--- config.mk ---
export PLATFORM = sky130hd
export DESIGN_NAME = axis_frame_averager
export DESIGN_NICKNAME = d
export VERILOG_FILES = /design/src/rtl/axis_averager_pkg.sv /design/src/rtl/axis_averager_skid.sv /design/src/rtl/axis_frame_averager.sv
export SDC_FILE = /design/constraint.sdc
export NUM_CORES = 1
export LEC_CHECK = 0
export CORE_UTILIZATION = 40
export DETAILED_ROUTE_END_ITERATION = 10
export PLACE_DENSITY_LB_ADDON = 0.05
export SLEW_MARGIN = 20
export SYNTH_ARGS = -nofsm -noshare
export SYNTH_HDL_FRONTEND = slang
export SYNTH_SLANG_ARGS = --single-unit
--- constraint.sdc ---
create_clock -name aclk -period 5 [get_ports aclk]
set_input_delay 1 -clock aclk [delete_from_list [all_inputs] [get_ports aclk]]
set_output_delay 1 -clock aclk [all_outputs]
set_load 0.005 [all_outputs]
--- src/rtl/axis_averager_pkg.sv ---
// Shared types and helpers for the coherent frame averager.
// Sign extension and arithmetic shift work on a 64-bit carrier; callers truncate to their width.
package axis_averager_pkg;

   typedef enum logic [1:0] {
      IDLE  = 2'd0,
      ACCUM = 2'd1,
      DRAIN = 2'd2
   } state_t;

   localparam int WORD_MAX   = 64;
   localparam int SKID_DEPTH = 2;

   function automatic bit widths_ok(input int axis_w, input int bram_w, input int log2_max);
      return (axis_w >= 1) && (bram_w <= WORD_MAX) && (bram_w >= axis_w + log2_max);
   endfunction

   // Sign-extend the low w bits of v to the full carrier width.
   function automatic logic [WORD_MAX-1:0] sext(input logic [WORD_MAX-1:0] v, input int w);
      logic signed [WORD_MAX-1:0] t;
      t = signed'(v << (WORD_MAX - w));
      return t >>> (WORD_MAX - w);
   endfunction

   // Treat the low w bits of v as signed and shift right arithmetically by sh.
   function automatic logic [WORD_MAX-1:0] asr(input logic [WORD_MAX-1:0] v, input int w, input int sh);
      logic signed [WORD_MAX-1:0] t;
      t = signed'(sext(v, w));
      return t >>> sh;
   endfunction

endpackage

--- src/rtl/axis_averager_skid.sv ---
// Two-entry AXI-Stream output buffer for the drain path.
// credit counts the slots that are free once this cycle's pop (if any) retires.
module axis_averager_skid
   import axis_averager_pkg::*;
#(
   parameter int DATA_WIDTH = 32
) (
   input  logic                  clk,
   input  logic                  rst,
   input  logic                  in_valid,
   input  logic [DATA_WIDTH-1:0] in_data,
   input  logic                  in_last,
   output logic [1:0]            credit,
   output logic [DATA_WIDTH-1:0] m_tdata,
   output logic                  m_tvalid,
   input  logic                  m_tready,
   output logic                  m_tlast
);

   logic [DATA_WIDTH:0] entry_q [SKID_DEPTH];
   logic                rd_ptr;
   logic                wr_ptr;
   logic [1:0]          count;
   logic                pop;

   assign m_tvalid = (count != 2'd0);
   assign pop      = m_tvalid & m_tready;
   assign credit   = 2'(SKID_DEPTH) - count + {1'b0, pop};
   assign {m_tlast, m_tdata} = entry_q[rd_ptr];

   always_ff @(posedge clk or posedge rst) begin
      if (rst) begin
         rd_ptr <= 1'b0;
         wr_ptr <= 1'b0;
         count  <= 2'd0;
      end else begin
         if (in_valid) wr_ptr <= ~wr_ptr;
         if (pop)      rd_ptr <= ~rd_ptr;
         count <= count + {1'b0, in_valid} - {1'b0, pop};
      end
   end

   // NOTE: payload storage is deliberately not reset; validity is carried by count alone.
   always_ff @(posedge clk) begin
      if (in_valid) entry_q[wr_ptr] <= {in_last, in_data};
   end

endmodule

--- src/rtl/axis_frame_averager.sv ---
// Coherent frame averager: accumulates 2^cfg_log2_avg frames in external BRAM,
// then streams the arithmetically shifted sums on M_AXIS with tlast.
module axis_frame_averager
   import axis_averager_pkg::*;
#(
   parameter int AXIS_TDATA_WIDTH = 16,
   parameter int BRAM_DATA_WIDTH  = 32,
   parameter int BRAM_ADDR_WIDTH  = 10,
   parameter int LOG2_AVG_MAX     = 8
) (
   input  logic                                aclk,
   input  logic                                areset,
   input  logic [BRAM_ADDR_WIDTH-1:0]          cfg_frame_len,
   input  logic [$clog2(LOG2_AVG_MAX+1)-1:0]   cfg_log2_avg,
   input  logic                                cfg_enable,
   input  logic [AXIS_TDATA_WIDTH-1:0]         S_AXIS_tdata,
   input  logic                                S_AXIS_tvalid,
   output logic                                S_AXIS_tready,
   output logic [BRAM_DATA_WIDTH-1:0]          M_AXIS_tdata,
   output logic                                M_AXIS_tvalid,
   input  logic                                M_AXIS_tready,
   output logic                                M_AXIS_tlast,
   output logic                                bram_porta_clk,
   output logic                                bram_porta_rst,
   output logic [BRAM_ADDR_WIDTH-1:0]          bram_porta_addr,
   output logic [BRAM_DATA_WIDTH-1:0]          bram_porta_wrdata,
   input  logic [BRAM_DATA_WIDTH-1:0]          bram_porta_rddata,
   output logic                                bram_porta_we,
   output logic                                bram_portb_clk,
   output logic                                bram_portb_rst,
   output logic [BRAM_ADDR_WIDTH-1:0]          bram_portb_addr,
   output logic [BRAM_DATA_WIDTH-1:0]          bram_portb_wrdata,
   input  logic [BRAM_DATA_WIDTH-1:0]          bram_portb_rddata,
   output logic                                bram_portb_we,
   output logic [LOG2_AVG_MAX:0]               sts_frame_cnt,
   output logic                                sts_done
);

   localparam int AW  = BRAM_ADDR_WIDTH;
   localparam int DW  = BRAM_DATA_WIDTH;
   localparam int L2W = $clog2(LOG2_AVG_MAX + 1);
   localparam int FCW = LOG2_AVG_MAX + 1;

   if (!widths_ok(AXIS_TDATA_WIDTH, BRAM_DATA_WIDTH, LOG2_AVG_MAX)) begin : g_width_check
      $error("axis_frame_averager: BRAM_DATA_WIDTH must cover AXIS_TDATA_WIDTH+LOG2_AVG_MAX");
   end

   state_t                state;
   logic [AW-1:0]         frame_len_q;
   logic [L2W-1:0]        log2_q;
   logic [AW-1:0]         idx;
   logic [AW-1:0]         rd_idx;
   logic [FCW-1:0]        frame;
   logic                  s_ready_q;
   logic                  rd_done;
   logic                  sts_done_q;

   logic                  wr_pend;
   logic                  wr_first;
   logic [AW-1:0]         wr_addr;
   logic [AXIS_TDATA_WIDTH-1:0] sample_d;
   logic                  rd_pend;
   logic                  rd_last_pend;

   logic                  s_hs;
   logic                  last_idx;
   logic                  last_frame;
   logic                  rd_last;
   logic                  rd_issue;
   logic                  done_hs;
   logic [1:0]            credit;
   logic [DW-1:0]         sample_ext;
   logic [DW-1:0]         avg_data;
   logic                  unused_portb_rddata;

   assign s_hs       = S_AXIS_tvalid & s_ready_q;
   assign last_idx   = (idx == frame_len_q);
   assign last_frame = ((frame + FCW'(1)) == (FCW'(1) << log2_q));
   assign rd_last    = (rd_idx == frame_len_q);
   // A read may only be issued when a buffer slot is guaranteed for its data next cycle.
   assign rd_issue   = (state == DRAIN) && !rd_done && (credit > {1'b0, rd_pend});
   assign done_hs    = M_AXIS_tvalid & M_AXIS_tready & M_AXIS_tlast;

   assign sample_ext = DW'(sext(WORD_MAX'(sample_d), AXIS_TDATA_WIDTH));
   assign avg_data   = DW'(asr(WORD_MAX'(bram_porta_rddata), DW, int'(log2_q)));

   assign bram_porta_clk    = aclk;
   assign bram_porta_rst    = areset;
   assign bram_porta_addr   = (state == DRAIN) ? rd_idx : idx;
   assign bram_porta_wrdata = '0;
   assign bram_porta_we     = 1'b0;

   assign bram_portb_clk    = aclk;
   assign bram_portb_rst    = areset;
   assign bram_portb_addr   = wr_addr;
   assign bram_portb_we     = wr_pend;
   assign bram_portb_wrdata = wr_first ? sample_ext : (bram_porta_rddata + sample_ext);
   assign unused_portb_rddata = ^bram_portb_rddata;

   assign S_AXIS_tready = s_ready_q;
   assign sts_done      = sts_done_q;
   assign sts_frame_cnt = frame;

   // NOTE: sequential state uses non-blocking assignments so every register sees pre-edge values.
   always_ff @(posedge aclk or posedge areset) begin
      if (areset) begin
         state       <= IDLE;
         frame_len_q <= '0;
         log2_q      <= '0;
         idx         <= '0;
         rd_idx      <= '0;
         frame       <= '0;
         s_ready_q   <= 1'b0;
         rd_done     <= 1'b0;
         sts_done_q  <= 1'b0;
      end else begin
         sts_done_q <= 1'b0;
         case (state)
            IDLE: begin
               if (cfg_enable) begin
                  frame_len_q <= cfg_frame_len;
                  log2_q      <= cfg_log2_avg;
                  idx         <= '0;
                  frame       <= '0;
                  s_ready_q   <= 1'b1;
                  state       <= ACCUM;
               end
            end
            ACCUM: begin
               if (s_hs) begin
                  if (!last_idx) begin
                     idx <= idx + AW'(1);
                  end else begin
                     idx <= '0;
                     if (!cfg_enable) begin
                        frame     <= '0;
                        s_ready_q <= 1'b0;
                        state     <= IDLE;
                     end else if (last_frame) begin
                        frame     <= frame + FCW'(1);
                        s_ready_q <= 1'b0;
                        rd_idx    <= '0;
                        rd_done   <= 1'b0;
                        state     <= DRAIN;
                     end else begin
                        frame <= frame + FCW'(1);
                     end
                  end
               end
            end
            DRAIN: begin
               if (rd_issue) begin
                  if (rd_last) rd_done <= 1'b1;
                  else         rd_idx  <= rd_idx + AW'(1);
               end
               if (done_hs) begin
                  sts_done_q <= 1'b1;
                  frame      <= '0;
                  idx        <= '0;
                  rd_idx     <= '0;
                  rd_done    <= 1'b0;
                  if (cfg_enable) begin
                     s_ready_q <= 1'b1;
                     state     <= ACCUM;
                  end else begin
                     state <= IDLE;
                  end
               end
            end
            default: state <= IDLE;
         endcase
      end
   end

   // Read-modify-write stage: the handshake cycle reads, the following cycle writes back.
   always_ff @(posedge aclk or posedge areset) begin
      if (areset) begin
         wr_pend      <= 1'b0;
         wr_first     <= 1'b0;
         wr_addr      <= '0;
         sample_d     <= '0;
         rd_pend      <= 1'b0;
         rd_last_pend <= 1'b0;
      end else begin
         wr_pend      <= s_hs;
         rd_pend      <= rd_issue;
         rd_last_pend <= rd_issue & rd_last;
         if (s_hs) begin
            wr_addr  <= idx;
            sample_d <= S_AXIS_tdata;
            wr_first <= (frame == '0);
         end
      end
   end

   axis_averager_skid #(
      .DATA_WIDTH (DW)
   ) u_skid (
      .clk      (aclk),
      .rst      (areset),
      .in_valid (rd_pend),
      .in_data  (avg_data),
      .in_last  (rd_last_pend),
      .credit   (credit),
      .m_tdata  (M_AXIS_tdata),
      .m_tvalid (M_AXIS_tvalid),
      .m_tready (M_AXIS_tready),
      .m_tlast  (M_AXIS_tlast)
   );

endmodule

==> impl_metrics.toml <==
[global_route]
grt_max_degree = 52
grt.total_usage_pct = 22.3
grt_first_pass_wirelength_um = 45500
first_global_vias = 8267
antenna_found_initial = 1
grt_overflow = 0

[pwr]
p_clk_share_pct = 43.0
power_frac_seq_pct = 38.1
vdd_ir_drop_max_v = 0.000363
p_leak_uw = 0.00577
sw_frac_of_total_pct = 26.3
cellInternalPower_uw = 2500
power_density_nw_per_um2 = 250
power.net_switching_uw = 894
combPwrFrac_pct = 18.9

[sta]
final.setup_skew_ns = 0.0146
rsz0062_at_grt = "true"
fin_crit_ns = 4.86
report.final.slew_viol_count = 0
fin_crit_sh_pct = 97.1
hold_viol_final = 0
setup_violations = 0
fin_ws_ns = 0.143
relSlewSlack_pct = 31.2
worst_hold_slack_ns = 0.455
tightestPinTransition_ns = 1.03
finalSetupTns_ns = 0
fmax_ghz = 0.206

[drt]
drtAntennaViolNets = 0
first_pass_iters = 9
routed_wl_um = 28500
dr.first_iter.drc_count = 449
wire_per_inst_um = 17.5
vias = 8630
routed_via_density = 5.31
drc = 0

[critical_path]
crit_fanout = 5
worstPathRequired_ns = 4.00
cp_top_family = "buffers and inverters"
path_class = "input port to output port"
worst_setup_path_end_kind = "output port"
cp.arrival_ns = 3.86
cp_slowest_stage_delay_ns = 0.53
critPathLaunchType = "input port"
critical_path_buf_inv_count = 4
crit_chain = "clkdlybuf4s50_1 -> ha_1 -> buf_4 -> nand3_1 -> a211oi_2 -> o22ai_2 -> or2_2 -> o311ai_1 -> buf_4 -> nor2_1 -> xor2_1 -> o21ai_1 -> clkdlybuf4s50_1"
crit_slowest_cell = "clkdlybuf4s50_1"
rrSetupSlack_ns = 1.77

[synth]
syn_inst = 1037
async_reset_ff_share_pct = 55.4
synth_cell_types = 69
ys.warnings.count = 0
ys.flop_type = "dfrtp_1"
synth.area.top_cells = "dfrtp_1, edfxtp_1, mux2_2"
synth_area_um2 = 10200
synth_commonest_cells = "nand2_1, dfrtp_1, o21ai_0"
syn_area_per_cell_um2 = 9.88
synth_seq_cells = 148
synth_top_area_share_pct = 20.0
yosysTopAreaCell = "dfrtp_1"
ys_seq_area_share_pct = 39.4
synth_edf_count = 66
synth_most_common_cell = "nand2_1"

[finish]
final_util_pct = 54.0
drive_above_1_share_pct = 22.2
final_nets = 1421
fillers = 2302
area_delta_synth_final_pct = 32.6
stdcell_count = 1626

[die]
die_x_um = 162
coreArea_um2 = 25200
die_y_um = 162
core.rowCount = 58
initial_core_util_pct = 40.7
die_area_um2 = 26300
io_pins = 234

[status]
status = "complete, no violations"

[worst_hold_path]
hold_path.class = "flop to flop"

[job]
cap_violations = 0

[placed_design]
numPortBuffers = 168
post-dp-hpwl_um = 21400
place_ws_ns = -0.365
gp_congestion = 0.855
dp_cells = 1588

[cts]
clk_transition_reported_paths_ns = 0.07
cts_tree = "built"
clk_latency_ns = 0.54
==> layer usage <==
layer	global-route usage [%]	share of wire (%)	vias up
li1	-	-	4240
met1	33.4	50	4132
met2	33.1	44	243
met3	4.26	5.1	15
met4	4.46	0.65	0
met5	0	0	-
==> sequential cells by signal, indices dropped and copies added (netlist names), 2 cells and up <==
signal / flops
u_skid.entry_q: 66
state: 2
rd_idx: 10
bram_portb_addr: 10
u_skid.count: 2
sts_frame_cnt: 9
idx: 10
log2_q: 4
frame_len_q: 10
sample_d: 16
==> worst reg2reg max path: cells and delay by family (launching register included) <==
kind	cells	cell delay, ns
compound gates	5	1.23
simple gates	2	0.90
flops	1	1.04
==> kinds of logic after synthesis <==
group / synth area share (%)
flip-flops: 39.4
XOR/XNOR: 4.87
adder cells (fa/ha/maj): 4.96
AND/OR/NAND/NOR: 15.2
multiplexers: 15.3
other: 0.0366
buffers and inverters: 6.01
AO/OA/AOI/OAI: 14.3
==> path summary, 6_finish.rpt <==
kind                                       startpoint                     to  cells past startpoint
worst max-delay path            bram_porta_rddata[15]  bram_portb_wrdata[29]                     13
worst min-delay path                     rd_last_pend  u_skid.entry_q[1][32]                      0
worst max register to register              log2_q[1]              rd_idx[8]                      7
worst min register to register           rd_last_pend  u_skid.entry_q[1][32]                      0
max in group asynchronous                      areset              log2_q[1]                      3
min in group asynchronous                      areset           sample_d[15]                      2
==> per-stage QoR <==
stage	power, uW	area (um2)
after floorplan	1680	10400
after global placement	1990	12800
after detailed placement	2000	12800
after CTS	3440	13500
after global routing	3540	13600
final	3400	13600
==> final cells by class <==
class | count | area, um2 | share of cell area (%)
diodes | 1 | 2.50 | 0.0184
clock buffers | 25 | 574 | 4.22
clock inverters | 13 | 111 | 0.819
inverters | 28 | 106 | 0.782
multi-input cells | 801 | 5850 | 43.0
flip-flops and latches | 148 | 4040 | 29.7
well taps | 330 | 413 | 3.04
repair buffers | 280 | 2500 | 18.4
==> power by group through the flow <==
stage	Clock (uW)	Sequential (uW)	Combinational, uW
after floorplan	25.9	1320	341
after global placement	33.7	1320	642
final	1460	1300	643
after global routing	1540	1300	700
after CTS	1500	1300	652
after detailed placement	33.7	1320	648
==> repair_timing <==
action	CTS	global route
pin swaps	7	6
resized for setup	23	33
gates cloned	0	0
hold buffers	0	0
endpoints found under the setup margin	18	17
setup buffers	1	0
==> placed cells by master (no fill, tap or decap), types with 24 or more instances in the layout <==
cell             synthesis  layout
dfrtp_1                 82      80
mux2_2                  74      74
buf_4                   40     114
inv_1                   27      26
a21oi_1                 51      48
clkdlybuf4s50_1          0     156
o21ai_0                 76      66
ha_1                    39      37
nor2_1                  50      50
edfxtp_1                66      66
xnor2_1                 30      30
conb_1                   1      33
nand2_1                143     143
xor2_1                  27      27
mux2i_1                 24      24
Note: power is estimated with default switching activity, not from simulation.
